==> config.mk <==
export PLATFORM = sky130hd
export DESIGN_NAME = magnetron_timer_flat
export DESIGN_NICKNAME = d
export VERILOG_FILES = /design/src/rtl/magnetron_timer_if.sv /design/src/rtl/magnetron_timer.sv /design/src/flat_wrapper.sv
export SDC_FILE = /design/constraint.sdc
export NUM_CORES = 1
export LEC_CHECK = 0
export BUFFER_PORTS_ARGS = -buffer_cell sky130_fd_sc_hd__buf_4
export CAP_MARGIN = 10
export CORE_MARGIN = 2
export CORE_UTILIZATION = 40
export DETAILED_ROUTE_END_ITERATION = 7
export GPL_TIMING_DRIVEN = 0
export PLACE_DENSITY_LB_ADDON = 0.3
export SETUP_SLACK_MARGIN = 0.2
export SYNTH_ARGS = -nofsm -noshare
export SYNTH_HDL_FRONTEND = slang
export SYNTH_SLANG_ARGS = --single-unit
export TNS_END_PERCENT = 100
==> constraint.sdc <==
create_clock -name clk -period 3.66 [get_ports clk]
set_input_delay 0.732 -clock clk [delete_from_list [all_inputs] [get_ports clk]]
set_output_delay 0.732 -clock clk [all_outputs]
set_load 0.01 [all_outputs]
==> src/rtl/magnetron_timer_if.sv <==
// Signal bundle between the control/keypad logic (master) and the magnetron timer (slave).
// key_valid is a one-cycle strobe qualifying key_digit; there is no ready: the timer samples
// the digit on the edge key_valid is high and silently drops it when it cannot accept it.
interface magnetron_timer_if;
    logic       Set;
    logic       Reset;
    logic       limpaN;
    logic       key_valid;
    logic [3:0] key_digit;
    logic       tdone;
    logic       mag_on;
    logic [3:0] min_tens;
    logic [3:0] min_ones;
    logic [3:0] sec_tens;
    logic [3:0] sec_ones;
    logic       beep;
    logic [1:0] state_dbg;

    modport master (
        output Set, Reset, limpaN, key_valid, key_digit,
        input  tdone, mag_on, min_tens, min_ones, sec_tens, sec_ones, beep, state_dbg
    );

    modport slave (
        input  Set, Reset, limpaN, key_valid, key_digit,
        output tdone, mag_on, min_tens, min_ones, sec_tens, sec_ones, beep, state_dbg
    );
endinterface

==> src/rtl/magnetron_timer.sv <==
// Cooking countdown timer and magnetron enable latch with a 4-digit BCD time field.
// Optional expiry buzzer is built only when MAGNETRON_BEEP_EN is defined.
module magnetron_timer #(
    parameter int TICKS_PER_SEC = 50_000_000,
    parameter int BEEP_SECS     = 3
) (
    input  logic               clk,
    input  logic               rst,
    magnetron_timer_if.slave   bus
);
    localparam int            PW         = $clog2(TICKS_PER_SEC);
    localparam logic [PW-1:0] PRESC_LAST = PW'(TICKS_PER_SEC - 1);

    if (TICKS_PER_SEC < 2 || BEEP_SECS < 1) begin : g_bad_params
        $error("magnetron_timer: TICKS_PER_SEC must be >= 2 and BEEP_SECS >= 1");
    end

    typedef enum logic [1:0] {
        IDLE = 2'd0,
        RUN  = 2'd1,
        DONE = 2'd2
    } state_t;

    state_t        state;
    logic [PW-1:0] presc;
    logic [15:0]   digits;
    logic          mag_on_q;
    logic          tdone_q;
    logic          key_ok;
    logic          time_zero;
    logic          presc_last;
    logic [15:0]   digits_shift;
    logic [15:0]   digits_dec;

`ifdef MAGNETRON_BEEP_EN
    localparam int            BW        = $clog2(BEEP_SECS + 1);
    localparam logic [BW-1:0] BEEP_LAST = BW'(BEEP_SECS - 1);
    logic          beep_q;
    logic [BW-1:0] beep_sec;
`endif

    assign key_ok       = bus.key_valid && (bus.key_digit <= 4'd9);
    assign time_zero    = (digits == 16'h0000);
    assign presc_last   = (presc == PRESC_LAST);
    assign digits_shift = {digits[11:0], bus.key_digit};

    // Seconds may hold 60..99; borrowing from them is a plain BCD decrement.
    always_comb begin
        digits_dec = digits;
        if (digits[3:0] != 4'd0) begin
            digits_dec[3:0] = digits[3:0] - 4'd1;
        end else if (digits[7:4] != 4'd0) begin
            digits_dec[7:4] = digits[7:4] - 4'd1;
            digits_dec[3:0] = 4'd9;
        end else begin
            digits_dec[7:0] = 8'h59;
            if (digits[11:8] != 4'd0) begin
                digits_dec[11:8] = digits[11:8] - 4'd1;
            end else begin
                digits_dec[11:8]  = 4'd9;
                digits_dec[15:12] = digits[15:12] - 4'd1;
            end
        end
    end

    always_ff @(posedge clk or posedge rst) begin
        if (rst) begin
            state    <= IDLE;
            digits   <= '0;
            presc    <= '0;
            mag_on_q <= 1'b0;
            tdone_q  <= 1'b0;
`ifdef MAGNETRON_BEEP_EN
            beep_q   <= 1'b0;
            beep_sec <= '0;
`endif
        end else if (!bus.limpaN) begin
            state    <= IDLE;
            digits   <= '0;
            mag_on_q <= 1'b0;
            tdone_q  <= 1'b0;
`ifdef MAGNETRON_BEEP_EN
            beep_q   <= 1'b0;
`endif
        end else if (bus.Reset) begin
            // Pause: digits are kept; an expired timer stays expired.
            if (state == RUN) begin
                state    <= IDLE;
                mag_on_q <= 1'b0;
            end
        end else begin
            case (state)
                IDLE: begin
                    if (bus.Set && !time_zero) begin
                        state    <= RUN;
                        presc    <= '0;
                        mag_on_q <= 1'b1;
                    end else if (key_ok) begin
                        digits <= digits_shift;
                    end
                end
                RUN: begin
                    if (presc_last) begin
                        presc  <= '0;
                        digits <= digits_dec;
                        if (digits_dec == 16'h0000) begin
                            state    <= DONE;
                            mag_on_q <= 1'b0;
                            tdone_q  <= 1'b1;
`ifdef MAGNETRON_BEEP_EN
                            beep_q   <= 1'b1;
                            beep_sec <= '0;
`endif
                        end
                    end else begin
                        presc <= presc + 1'b1;
                    end
                end
                DONE: begin
                    if (key_ok) begin
                        digits  <= digits_shift;
                        state   <= IDLE;
                        tdone_q <= 1'b0;
`ifdef MAGNETRON_BEEP_EN
                        beep_q  <= 1'b0;
`endif
                    end
`ifdef MAGNETRON_BEEP_EN
                    // The idle prescaler times the buzzer in whole seconds.
                    else if (beep_q) begin
                        if (presc_last) begin
                            presc <= '0;
                            if (beep_sec == BEEP_LAST) beep_q <= 1'b0;
                            else                       beep_sec <= beep_sec + 1'b1;
                        end else begin
                            presc <= presc + 1'b1;
                        end
                    end
`endif
                end
                default: state <= IDLE;
            endcase
        end
    end

    assign bus.mag_on    = mag_on_q;
    assign bus.tdone     = tdone_q;
    assign bus.min_tens  = digits[15:12];
    assign bus.min_ones  = digits[11:8];
    assign bus.sec_tens  = digits[7:4];
    assign bus.sec_ones  = digits[3:0];
    assign bus.state_dbg = state;
`ifdef MAGNETRON_BEEP_EN
    assign bus.beep      = beep_q;
`else
    assign bus.beep      = 1'b0;
`endif
endmodule

==> src/flat_wrapper.sv <==
// flat-port wrapper written by rule: the top's interface ports become plain ports
module magnetron_timer_flat 
#(
    parameter int TICKS_PER_SEC = 50_000_000,
    parameter int BEEP_SECS     = 3
)
  (clk, rst, bus_Set, bus_Reset, bus_limpaN, bus_key_valid, bus_key_digit, bus_tdone, bus_mag_on, bus_min_tens, bus_min_ones, bus_sec_tens, bus_sec_ones, bus_beep, bus_state_dbg);
  magnetron_timer_if bus_i ();
  input  logic clk;
  input  logic rst;
  input wire logic [$bits(bus_i.Set)-1:0] bus_Set;
  input wire logic [$bits(bus_i.Reset)-1:0] bus_Reset;
  input wire logic [$bits(bus_i.limpaN)-1:0] bus_limpaN;
  input wire logic [$bits(bus_i.key_valid)-1:0] bus_key_valid;
  input wire logic [$bits(bus_i.key_digit)-1:0] bus_key_digit;
  output wire logic [$bits(bus_i.tdone)-1:0] bus_tdone;
  output wire logic [$bits(bus_i.mag_on)-1:0] bus_mag_on;
  output wire logic [$bits(bus_i.min_tens)-1:0] bus_min_tens;
  output wire logic [$bits(bus_i.min_ones)-1:0] bus_min_ones;
  output wire logic [$bits(bus_i.sec_tens)-1:0] bus_sec_tens;
  output wire logic [$bits(bus_i.sec_ones)-1:0] bus_sec_ones;
  output wire logic [$bits(bus_i.beep)-1:0] bus_beep;
  output wire logic [$bits(bus_i.state_dbg)-1:0] bus_state_dbg;
  assign bus_i.Set = bus_Set;
  assign bus_i.Reset = bus_Reset;
  assign bus_i.limpaN = bus_limpaN;
  assign bus_i.key_valid = bus_key_valid;
  assign bus_i.key_digit = bus_key_digit;
  assign bus_tdone = bus_i.tdone;
  assign bus_mag_on = bus_i.mag_on;
  assign bus_min_tens = bus_i.min_tens;
  assign bus_min_ones = bus_i.min_ones;
  assign bus_sec_tens = bus_i.sec_tens;
  assign bus_sec_ones = bus_i.sec_ones;
  assign bus_beep = bus_i.beep;
  assign bus_state_dbg = bus_i.state_dbg;
  magnetron_timer #(.TICKS_PER_SEC(TICKS_PER_SEC), .BEEP_SECS(BEEP_SECS)) u_core (.clk(clk), .rst(rst), .bus(bus_i));
endmodule
==> reports/qor.txt, run 1 <==
PLACEMENT
----------------------------------------------------------------------------------------
Cell count after placement                                                           468
Routability congestion estimate from global placement                              0.848
# port buffers                                                                        28
Worst Setup Slack post-DPL                                                       1030 ps
Total half-perimeter wirelength after legalization and detailed placement        5700 um
Area after DPL                                                              0.00332 sq mm

SYNTH
----------------------------------------------------------------------------------------
Synthesized-area fraction occupied by adder cells                                 0.0127
Cell taking the most area after synthesis                                   sky130_fd_sc_hd__dfrtp_1
#FFs+latches synth                                                                    46
Yosys warns                                                                            0
Share of synthesized cell area in and, or, nand and nor gates                      0.290
Xor and xnor fraction of the mapped netlist area                                  0.0503
Number of distinct standard cells referenced by the synthesized netlist               61
Leading register cell type out of synthesis                                 sky130_fd_sc_hd__dfrtp_1
Net count of the mapped netlist                                                      353
Post-synthesis instance area                                                0.00296 sq mm
Fraction of the mapped netlist area in compound gates                              0.179
Number of cells produced by synthesis                                                340
Post-synthesis average cell area                                              8.71 sq um
Seq/Total Area, Yosys                                                              0.389
EDFF count, synth                                                                      0
Share of the synthesized area in the top cell type                                 0.389
Combinational family with the most area after synthesis                     simple AND/OR/NAND/NOR gates
Mux share of post-synthesis cell area                                             0.0283
Async set or reset register ratio after synthesis                                   1.00
Largest cells by area after synthesis                                       sky130_fd_sc_hd__dfrtp_1 (39%), sky130_fd_sc_hd__nor2_1 (6.8%), sky130_fd_sc_hd__nand2_1 (3.5%)

CTS
----------------------------------------------------------------------------------------
Post-cts hold buffer count                                                             0
Clock latency at the later pin of the worst-skew pair                             290 ps
Number of buffers inserted during clock tree synthesis                                 5
Post-cts gate resize count                                                             0
Number of clock sinks                                                                 46
TritonCTS clock tree                                                               built
Post-CTS repair timing setup buffer count                                              0
Clock-pin slew of the registers on the worst-case setup and hold paths             90 ps
Number of H-tree levels                                                                2
Root buf cell                                                               sky130_fd_sc_hd__clkbuf_8
Max Buffers Root-to-Sink                                                               2

TIMING
----------------------------------------------------------------------------------------
Number of failing hold endpoints at the final stage                                    0
Setup repair after global routing missed its margin                                false
Portion of the clock cycle consumed by the worst path in the final layout          0.741
Setup TNS                                                                           0 ps
Final worst setup slack                                                           946 ps
Headroom to the max-slew limit                                                     0.538
Clock tree skew after final layout                                               10.7 ps
Number of setup violations in the final report                                         0
Maximum achievable frequency                                                   0.368 GHz
Least-Margin Pin Slew                                                             688 ps
Max Slew Vio Count                                                                     0
Min Hold Slack                                                                    423 ps
Time the final worst path needs with I/O delays and setup                        2710 ps

WORST SETUP PATH
----------------------------------------------------------------------------------------
Crit path buffers/inverters                                                            0
Critical path endpoint category                                                     flop
Worst endpoint data arrival time                                                 2890 ps
Required time at the endpoint of the critical path                               3840 ps
Cell with the largest stage delay on the worst path                         sky130_fd_sc_hd__o31ai_1
Setup crit start kind                                                               flop
Crit-path cells                                                             nor4_1 > nand2_1 > o31ai_1 > o311ai_0 > o21ai_0 > mux2_2
Largest delay share family, worst path                                      compound AO/OA/AOI/OAI gates
Critical Setup Path Class                                                   flop to flop
Maximum cell stage delay along the critical path                                  600 ps
Largest fanout of any net on the critical path                                         9

GLOBAL ROUTE
----------------------------------------------------------------------------------------
Initial antenna violation count                                                        0
Global Route Usage Sum                                                             0.201
Total overflow reported by the global router                                           0
Pin count of the biggest net entering global routing                                  30
Wire length of the first global-routing pass                                    13500 um
Via count of the first global-routing pass                                          2591

POWER AND IR DROP
----------------------------------------------------------------------------------------
Sw Pwr                                                                          0.600 mW
Ratio of total power to cell area                                            444 mW/mm^2
Total design power                                                               1.51 mW
Fraction of power spent switching nets                                             0.396
Highest ir drop seen on vdd                                                     0.239 mV
Clock network fraction of design power                                             0.214
Internal power contribution                                                     0.914 mW
Share of total power in sequential cells                                           0.384
Combinational share of power                                                       0.402
Leak pwr                                                                         1.49 nW

ROUTING
----------------------------------------------------------------------------------------
Number of search-and-repair iterations in the first detailed-routing pass              5
Total wire length                                                                7810 um
Number of design rule violations left after detail routing                             0
Routed via count divided by cell count                                              5.85
Antenna Nets Post-Route                                                                0
Via count                                                                           2786
Detail-routed net length per standard cell                                       16.4 um
First-iteration detailed-routing DRC count                                           220

LAYOUT
----------------------------------------------------------------------------------------
Area growth from synthesis to final layout                                         15.0%
Final-stage net count                                                                389
Number of non-filler instances in the completed layout                               476
Utilization after layout                                                           0.472
Layout cell share with drive strength beyond 1                                     0.172
Count of antenna diodes in the layout                                                  0
Final non-filler cell area                                                  0.00341 sq mm
Layout filler cell count                                                             720
Leading cell type in the layout, fill and taps excluded                     sky130_fd_sc_hd__nor2_1
Most frequent cells in the layout                                           sky130_fd_sc_hd__nor2_1 (54), sky130_fd_sc_hd__dfrtp_1 (46), sky130_fd_sc_hd__buf_4 (31)

RUN
----------------------------------------------------------------------------------------
Maxcap violations                                                                      0

DIE
----------------------------------------------------------------------------------------
Horiz. Die Dim                                                                   90.0 um
Area inside the core boundary                                               0.00721 sq mm
Starting density of the core                                                       0.411
DIE HEIGHT                                                                       90.0 um
Die outline area                                                            0.00811 sq mm
Rows                                                                                  31
Top-level port count                                                                  31

RUN STATUS
----------------------------------------------------------------------------------------
Result of the run                                                           finished, final reports clean

MIN PATH
----------------------------------------------------------------------------------------
Class of the tightest hold or removal check                                 primary input to asynchronous set/reset pin

[metal layers]
layer / share of wire / vias up / track usage
li1: - / 1319 / -
met1: 0.49 / 1367 / 0.311
met2: 0.45 / 96 / 0.296
met5: 0 / - / 0
met4: 0.0065 / 0 / 0.0436
met3: 0.058 / 4 / 0.0302
[final cells by class]
type	instances	area [sq um]	share of cell area
buffer	18	106	0.0312
clock buffer	7	86.3	0.0253
clock inverter	1	5.00	0.00147
inverter	11	41.3	0.0121
multi-input combinational	265	1660	0.488
sequential	46	1150	0.338
tap	99	124	0.0364
timing repair buffer	29	230	0.0676
[registers in the layout (all words and copies together), names as in the netlist]
register              count
u_core.digits            16
u_core.bus.mag_on         1
u_core.bus.state_dbg      2
u_core.presc             26
u_core.bus.tdone          1
[path summary, 6_finish.rpt]
check	endpoint	start	depth (start not counted)	slack, ps
hold reg to reg	u_core.presc[1]	u_core.presc[1]	1	550
max in group asynchronous	u_core.presc[5]	rst	3	2730
setup / recovery	u_core.bus.state_dbg[1]	u_core.digits[10]	6	950
min in group clk	u_core.presc[1]	u_core.presc[1]	1	550
setup reg to reg	u_core.bus.state_dbg[1]	u_core.digits[10]	6	950
hold / removal	u_core.presc[17]	rst	2	420
[kinds of logic (layout without fill, tap and decap cells)]
group / after synthesis / in the layout
AOI/OAI and AO/OA: 76 / 76
xor gates and xnor gates: 17 / 17
adders and majority gates: 3 / 3
buffers and inverters: 29 / 66
DFF: 46 / 46
muxes: 8 / 8
other: 1 / 1
and+or+nand+nor: 160 / 160
[Yosys cell counts, drive strengths merged (2+ instances only)]
master   number
a211o         3
o2111ai       2
and3          5
nor4b         3
o32ai         2
o21ai        17
nor2         54
inv          11
o21a          2
a22o          2
xnor2        11
a21oi        17
ha            3
nor3         15
nor3b         2
mux2i         5
o22ai         3
dfrtp        46
a211oi        3
nand2        29
o31ai         4
a31oi         4
clkbuf        8
a21o          2
o211ai        3
and4          3
nor4         10
buf          10
or4           6
or3           6
xor2          6
o311a         2
mux2          3
nand4        10
nand3        13
[power by group through the flow]
stage / Combinational [mW] / Sequential [mW] / Clock [mW]
3_3_place_gp: 0.585 / 0.590 / 0
4_1_cts: 0.602 / 0.580 / 0.336
2_1_floorplan: 0.423 / 0.589 / 0
5_1_grt: 0.677 / 0.589 / 0.354
3_5_place_dp: 0.598 / 0.591 / 0
6_report: 0.609 / 0.581 / 0.324
(Power assumes the default switching activity.)
==> run 2: changes to the inputs <==
==> constraint.sdc (replaced) <==
create_clock -name clk -period 2.7 [get_ports clk]
set_input_delay 0.54 -clock clk [delete_from_list [all_inputs] [get_ports clk]]
set_output_delay 0.54 -clock clk [all_outputs]
set_load 0.01 [all_outputs]
==> reports/qor.txt, run 2 (synthesized netlist as in run 1, its figures left out) <==
ROUTING
----------------------------------------------------------------------------------------
Detail-routed net length per standard cell                                       16.6 um   +1.1%
Detail Route met3 WL                                                              488 um   +8.0%
Met2 Routed Length                                                               3520 um   +0.83%
Antenna Nets Post-Route                                                                0   unchanged
First-iteration detailed-routing DRC count                                           251   +14%
Total wire length                                                                7970 um   +2.1%
Max layer used                                                                      met4
Via count                                                                           2815   +1.0%
Number of design rule violations left after detail routing                             0   unchanged
Total routed wire length on the met1 layer                                       3920 um   +2.8%
Number of search-and-repair iterations in the first detailed-routing pass              5   unchanged
Routed via count divided by cell count                                              5.85   about the same

TIMING
----------------------------------------------------------------------------------------
Number of setup violations in the final report                                         0   unchanged
Headroom to the max-slew limit                                                     0.567   +0.0283
Max Slew Vio Count                                                                     0   unchanged
Portion of the clock cycle consumed by the worst path in the final layout          0.901   +0.159
Setup repair after global routing missed its margin                                false
Min Hold Slack                                                                    232 ps   -191 ps
Clock tree skew after final layout                                               13.8 ps   +3.16 ps
Time the final worst path needs with I/O delays and setup                        2430 ps   -282 ps
Least-Margin Pin Slew                                                             646 ps   -42.1 ps
Setup TNS                                                                           0 ps   unchanged
Maximum achievable frequency                                                   0.411 GHz   +12%
Number of failing hold endpoints at the final stage                                    0   unchanged

GLOBAL ROUTE
----------------------------------------------------------------------------------------
Via count of the first global-routing pass                                          2589   -0.077%
Pin count of the biggest net entering global routing                                  30   unchanged
Initial antenna violation count                                                        0   unchanged
Wire length of the first global-routing pass                                    13500 um   about the same
Total overflow reported by the global router                                           0   unchanged
Global Route Usage Sum                                                             0.201   about the same

WORST SETUP PATH
----------------------------------------------------------------------------------------
Critical Setup Path Class                                                   flop to flop
Cell with the largest stage delay on the worst path                         sky130_fd_sc_hd__dfrtp_1
Critical path endpoint category                                                     flop
Largest delay share family, worst path                                      compound AO/OA/AOI/OAI gates
Maximum cell stage delay along the critical path                                  390 ps   -210 ps
Worst endpoint data arrival time                                                 2610 ps   -280 ps
Crit-path cells                                                             buf_2 > nor4_4 > nand2_2 > o311a_1 > a2bb2oi_2 > buf_6 > o211ai_1 > o21ai_1
Required time at the endpoint of the critical path                               2870 ps   -970 ps
Largest fanout of any net on the critical path                                        10   +1
Setup crit start kind                                                               flop
Crit path buffers/inverters                                                            2   +2

LAYOUT
----------------------------------------------------------------------------------------
Final-stage net count                                                                394   +1.3%
Number of flip-flops under the largest register name                                  26   unchanged
Area growth from synthesis to final layout                                         18.4%
Count of antenna diodes in the layout                                                  0   unchanged
Number of non-filler instances in the completed layout                               481   +1.1%
Leading cell type in the layout, fill and taps excluded                     sky130_fd_sc_hd__nor2_1
Layout cell share with drive strength beyond 1                                     0.202   +0.0292
Utilization after layout                                                           0.486   +0.0137
Register with the most flip-flops                                           u_core.presc
Most frequent cells in the layout                                           sky130_fd_sc_hd__nor2_1 (54), sky130_fd_sc_hd__dfrtp_1 (46), sky130_fd_sc_hd__buf_4 (36)

CTS
----------------------------------------------------------------------------------------
Clock-pin slew of the registers on the worst-case setup and hold paths             90 ps   about the same
Max Buffers Root-to-Sink                                                               2   unchanged
TritonCTS clock tree                                                               built
Number of clock sinks                                                                 46   unchanged
Root buf cell                                                               sky130_fd_sc_hd__clkbuf_8
Number of H-tree levels                                                                2   unchanged
Post-cts hold buffer count                                                             0   unchanged
Number of buffers inserted during clock tree synthesis                                 5   unchanged
Clock latency at the later pin of the worst-skew pair                             300 ps   about the same

PLACEMENT
----------------------------------------------------------------------------------------
Total half-perimeter wirelength after legalization and detailed placement        5700 um   unchanged
# port buffers                                                                        28   unchanged
Routability congestion estimate from global placement                              0.848   unchanged
Cell count after placement                                                           468   unchanged

DIE
----------------------------------------------------------------------------------------
Die outline area                                                            0.00811 sq mm   unchanged
Area inside the core boundary                                               0.00721 sq mm   unchanged
Top-level port count                                                                  31   unchanged
DIE HEIGHT                                                                       90.0 um   unchanged
Rows                                                                                  31   unchanged
Horiz. Die Dim                                                                   90.0 um   unchanged
Starting density of the core                                                       0.411   unchanged

POWER AND IR DROP
----------------------------------------------------------------------------------------
Sw Pwr                                                                          0.845 mW   +41%
Fraction of power spent switching nets                                             0.396   -0.000400
Total design power                                                               2.14 mW   +41%
Ratio of total power to cell area                                            609 mW/mm^2   +37%
Share of total power in sequential cells                                           0.371   -0.013
Combinational share of power                                                       0.422   +0.020
Clock network fraction of design power                                             0.207   -0.007
Highest ir drop seen on vdd                                                     0.324 mV   +36%
Internal power contribution                                                      1.29 mW   +41%
Leak pwr                                                                         1.53 nW   +2.7%

MIN PATH
----------------------------------------------------------------------------------------
Class of the tightest hold or removal check                                 primary input to asynchronous set/reset pin

RUN
----------------------------------------------------------------------------------------
Maxcap violations                                                                      0   unchanged

RUN STATUS
----------------------------------------------------------------------------------------
Result of the run                                                           finished, final reports clean

==> run 2: changes by cell type in the layout (fill, tap and decap cells not counted), moves of 2 or more <==
cell / change
sky130_fd_sc_hd__nor4_4: +2
sky130_fd_sc_hd__nand2_2: +2
sky130_fd_sc_hd__buf_4: +5
sky130_fd_sc_hd__nor4_1: -3
sky130_fd_sc_hd__nand2_1: -2
==> run 2: path summary, 6_finish.rpt <==
| path | startpoint | to | slack, ps | depth (start not counted) |
|---|---|---|---|---|
| worst max-delay path | u_core.digits[0] | u_core.digits[15] | 270 | 8 |
| worst min register to register | u_core.presc[1] | u_core.presc[1] | 560 | 1 |
| worst min-delay path | rst | u_core.presc[19] | 230 | 2 |
| worst max register to register | u_core.digits[0] | u_core.digits[15] | 270 | 8 |
| max in group asynchronous | rst | u_core.presc[5] | 1960 | 3 |
| min in group clk | u_core.presc[1] | u_core.presc[1] | 560 | 1 |
==> run 2: power by group through the flow <==
stage          combinational [mW]  clock (mW)  sequential, mW
5_1_grt                     0.994       0.479           0.802
3_5_place_dp                0.811           0           0.801
2_1_floorplan               0.573           0           0.799
6_report                    0.900       0.442           0.793
3_3_place_gp                0.793           0           0.800
4_1_cts                     0.821       0.455           0.787
==> run 2: stage by stage <==
step / worst slack [ps] / instance area [sq um]
2_1_floorplan: 462 / 2960
5_1_grt: 181 / 3510
3_5_place_dp: 92.9 / 3320
6_report: 268 / 3510
3_3_place_gp: 122 / 3300
4_1_cts: 256 / 3420
==> run 2: layer usage <==
metal / vias to the layer above / GRT usage
met3: 4 / 0.0285
met2: 110 / 0.298
met5: - / 0
li1: 1330 / -
met4: 0 / 0.0423
met1: 1371 / 0.311
==> run 2: what timing repair did <==
action / CTS / global route
gates resized for setup: 2 / 8
cloned: 0 / 0
setup endpoints to repair: 9 / 35
buffers inserted: 0 / 5
pin swaps: 0 / 2
==> run 2: cell type report <==
type / instances / area (sq um)
tap: 99 / 124
timing repair buffer: 34 / 268
multi-input combinational: 265 / 1720
clock inverter: 1 / 5.00
clock buffer: 7 / 86.3
sequential: 46 / 1150
buffer: 18 / 106
inverter: 11 / 41.3
fill: 709 / 3710
==> run 3: changes to the inputs <==
--- a/config.mk
+++ b/config.mk
@@ -11,7 +11,7 @@
 export CORE_UTILIZATION = 40
 export DETAILED_ROUTE_END_ITERATION = 7
 export GPL_TIMING_DRIVEN = 0
-export PLACE_DENSITY_LB_ADDON = 0.3
+export PLACE_DENSITY = 0.62
 export SETUP_SLACK_MARGIN = 0.2
 export SYNTH_ARGS = -nofsm -noshare
 export SYNTH_HDL_FRONTEND = slang
==> reports/qor.txt, run 3 (synthesized netlist as in run 1, its figures left out) <==
LAYOUT
----------------------------------------------------------------------------------------
Count of antenna diodes in the layout                                                  0   unchanged
Leading cell type in the layout, fill and taps excluded                     sky130_fd_sc_hd__nor2_1
Most frequent cells in the layout                                           sky130_fd_sc_hd__nor2_1 (54), sky130_fd_sc_hd__dfrtp_1 (46), sky130_fd_sc_hd__buf_4 (37)
Number of flip-flops under the largest register name                                  26   unchanged
Utilization after layout                                                           0.485   -0.000520
Final non-filler cell area                                                  0.00350 sq mm   -0.11%
Final-stage net count                                                                395   +0.25%
Number of non-filler instances in the completed layout                               482   +0.21%
Layout cell share with drive strength beyond 1                                     0.198   -0.00314
Area growth from synthesis to final layout                                         18.3%
Register with the most flip-flops                                           u_core.presc

TIMING
----------------------------------------------------------------------------------------
Final worst setup slack                                                           337 ps   +68.5 ps
Clock tree skew after final layout                                               9.95 ps   -3.90 ps
Min Hold Slack                                                                    222 ps   -9.59 ps
Setup repair after global routing missed its margin                                 true
Max Slew Vio Count                                                                     0   unchanged
Headroom to the max-slew limit                                                     0.575   +0.00840
Time the final worst path needs with I/O delays and setup                        2360 ps   -68.5 ps
Portion of the clock cycle consumed by the worst path in the final layout          0.875   -0.0254
Number of setup violations in the final report                                         0   unchanged
Number of failing hold endpoints at the final stage                                    0   unchanged
Least-Margin Pin Slew                                                             633 ps   -12.5 ps
Setup TNS                                                                           0 ps   unchanged
Maximum achievable frequency                                                   0.423 GHz   +2.9%

PLACEMENT
----------------------------------------------------------------------------------------
# port buffers                                                                        28   unchanged
Cell count after placement                                                           468   unchanged
Worst Setup Slack post-DPL                                                        205 ps   +112 ps
Area after DPL                                                              0.00332 sq mm   unchanged
Total half-perimeter wirelength after legalization and detailed placement        5600 um   -1.8%
Routability congestion estimate from global placement                              0.848   about the same

CTS
----------------------------------------------------------------------------------------
Root buf cell                                                               sky130_fd_sc_hd__clkbuf_8
TritonCTS clock tree                                                               built
Clock latency at the later pin of the worst-skew pair                             300 ps   about the same
Number of buffers inserted during clock tree synthesis                                 5   unchanged
Number of H-tree levels                                                                2   unchanged
Clock-pin slew of the registers on the worst-case setup and hold paths             90 ps   about the same
Number of clock sinks                                                                 46   unchanged
Max Buffers Root-to-Sink                                                               2   unchanged

GLOBAL ROUTE
----------------------------------------------------------------------------------------
Total overflow reported by the global router                                           0   unchanged
Via count of the first global-routing pass                                          2564   -0.97%
Wire length of the first global-routing pass                                    12900 um   -4.9%
Pin count of the biggest net entering global routing                                  31   +3.3%
Initial antenna violation count                                                        0   unchanged
Global Route Usage Sum                                                             0.194   -0.00680

ROUTING
----------------------------------------------------------------------------------------
Via count                                                                           2762   -1.9%
First-iteration detailed-routing DRC count                                           156   -38%
Antenna Nets Post-Route                                                                0   unchanged
Number of search-and-repair iterations in the first detailed-routing pass              5   unchanged
Detail-routed net length per standard cell                                       16.1 um   -2.8%
Total wire length                                                                7770 um   -2.6%
Number of design rule violations left after detail routing                             0   unchanged
Routed via count divided by cell count                                              5.73   -2.1%

WORST SETUP PATH
----------------------------------------------------------------------------------------
Reg2reg end                                                                 u_core.digits[7]
Worst reg2reg setup slack                                                         340 ps   +70 ps
Setup crit start kind                                                               flop
Required time at the endpoint of the critical path                               2890 ps   +20 ps
Worst endpoint data arrival time                                                 2550 ps   -60 ps
Largest fanout of any net on the critical path                                        10   unchanged
Reg-to-Reg Start                                                            u_core.digits[8]
Critical path endpoint category                                                     flop
FF-to-FF path depth                                                                    7   -1
Critical Setup Path Class                                                   flop to flop
Crit. Startpoint                                                            u_core.digits[8]

DIE
----------------------------------------------------------------------------------------
Die outline area                                                            0.00811 sq mm   unchanged
Top-level port count                                                                  31   unchanged
DIE HEIGHT                                                                       90.0 um   unchanged
Area inside the core boundary                                               0.00721 sq mm   unchanged
Starting density of the core                                                       0.411   unchanged
Horiz. Die Dim                                                                   90.0 um   unchanged
Rows                                                                                  31   unchanged

RUN STATUS
----------------------------------------------------------------------------------------
Result of the run                                                           finished, final reports clean

RUN
----------------------------------------------------------------------------------------
Maxcap violations                                                                      0   unchanged

POWER AND IR DROP
----------------------------------------------------------------------------------------
Ratio of total power to cell area                                            603 mW/mm^2   -0.97%
Highest ir drop seen on vdd                                                     0.315 mV   -2.8%
Leak pwr                                                                         1.55 nW   +1.0%
Total design power                                                               2.11 mW   -1.1%

MIN PATH
----------------------------------------------------------------------------------------
Class of the tightest hold or removal check                                 primary input to asynchronous set/reset pin

[run 3: changes by cell type in the layout (fill, tap and decap cells not counted)]
| cell | previous run | this run |
|---|---|---|
| sky130_fd_sc_hd__buf_4 | 36 | 37 |
| sky130_fd_sc_hd__clkbuf_1 | 9 | 8 |
| sky130_fd_sc_hd__clkinvlp_4 | 0 | 1 |
| sky130_fd_sc_hd__nand2_1 | 26 | 27 |
| sky130_fd_sc_hd__nand2_2 | 3 | 2 |
| sky130_fd_sc_hd__nor4_1 | 3 | 5 |
| sky130_fd_sc_hd__nor4_2 | 3 | 0 |
| sky130_fd_sc_hd__nor4_4 | 4 | 5 |
| sky130_fd_sc_hd__o31ai_2 | 0 | 1 |
| sky130_fd_sc_hd__o31ai_4 | 1 | 0 |
[run 3: worst max path at each step]
| stage | end | depth (start not counted) |
|---|---|---|
| after global placement | u_core.bus.state_dbg[1] | 7 |
| final | u_core.digits[7] | 7 |
| after detailed placement | u_core.bus.state_dbg[1] | 6 |
| after CTS | u_core.bus.mag_on | 6 |
| after global routing | u_core.bus.mag_on | 6 |
| after floorplan | u_core.presc[17] | 7 |
[run 3: layout make-up]
cell class | count | area [sq um]
clock buffer | 6 | 82.6
sequential | 46 | 1150
fill | 725 | 3710
clock inverter | 2 | 12.5
buffer | 18 | 106
tap | 99 | 124
multi-input combinational | 265 | 1710
inverter | 11 | 41.3
timing repair buffer | 35 | 275
[run 3: report_power, final]
part | internal [mW] | leakage [nW] | switching, mW | total (mW)
registers | 0.731 | 0.639 | 0.0616 | 0.793
logic | 0.344 | 0.862 | 0.522 | 0.866
clock network | 0.206 | 0.0472 | 0.248 | 0.454
total | 1.28 | 1.55 | 0.831 | 2.11
[run 3: routing by layer]
layer	part of all wire	track usage	wire, um
met5	0	0	0
met4	0.0086	0.0603	67
met3	0.054	0.0310	417
met2	0.44	0.285	3430
met1	0.50	0.292	3850
[run 3: repair_timing]
item / CTS / global route
setup buffers: 0 / 6
hold buffers: 0 / 0
setup endpoints to repair: 1 / 22
pin swaps: 0 / 3
resized for setup: 1 / 6
[run 3: worst max-delay path, stage by stage, from the launching register on]
cell and delay (ps):
sky130_fd_sc_hd__dfrtp_1 480, sky130_fd_sc_hd__nor4_1 410, sky130_fd_sc_hd__nand2_1 210, sky130_fd_sc_hd__o311a_1 420, sky130_fd_sc_hd__a2bb2oi_2 230, sky130_fd_sc_hd__buf_6 220, sky130_fd_sc_hd__o211ai_1 180, sky130_fd_sc_hd__o31ai_1 100
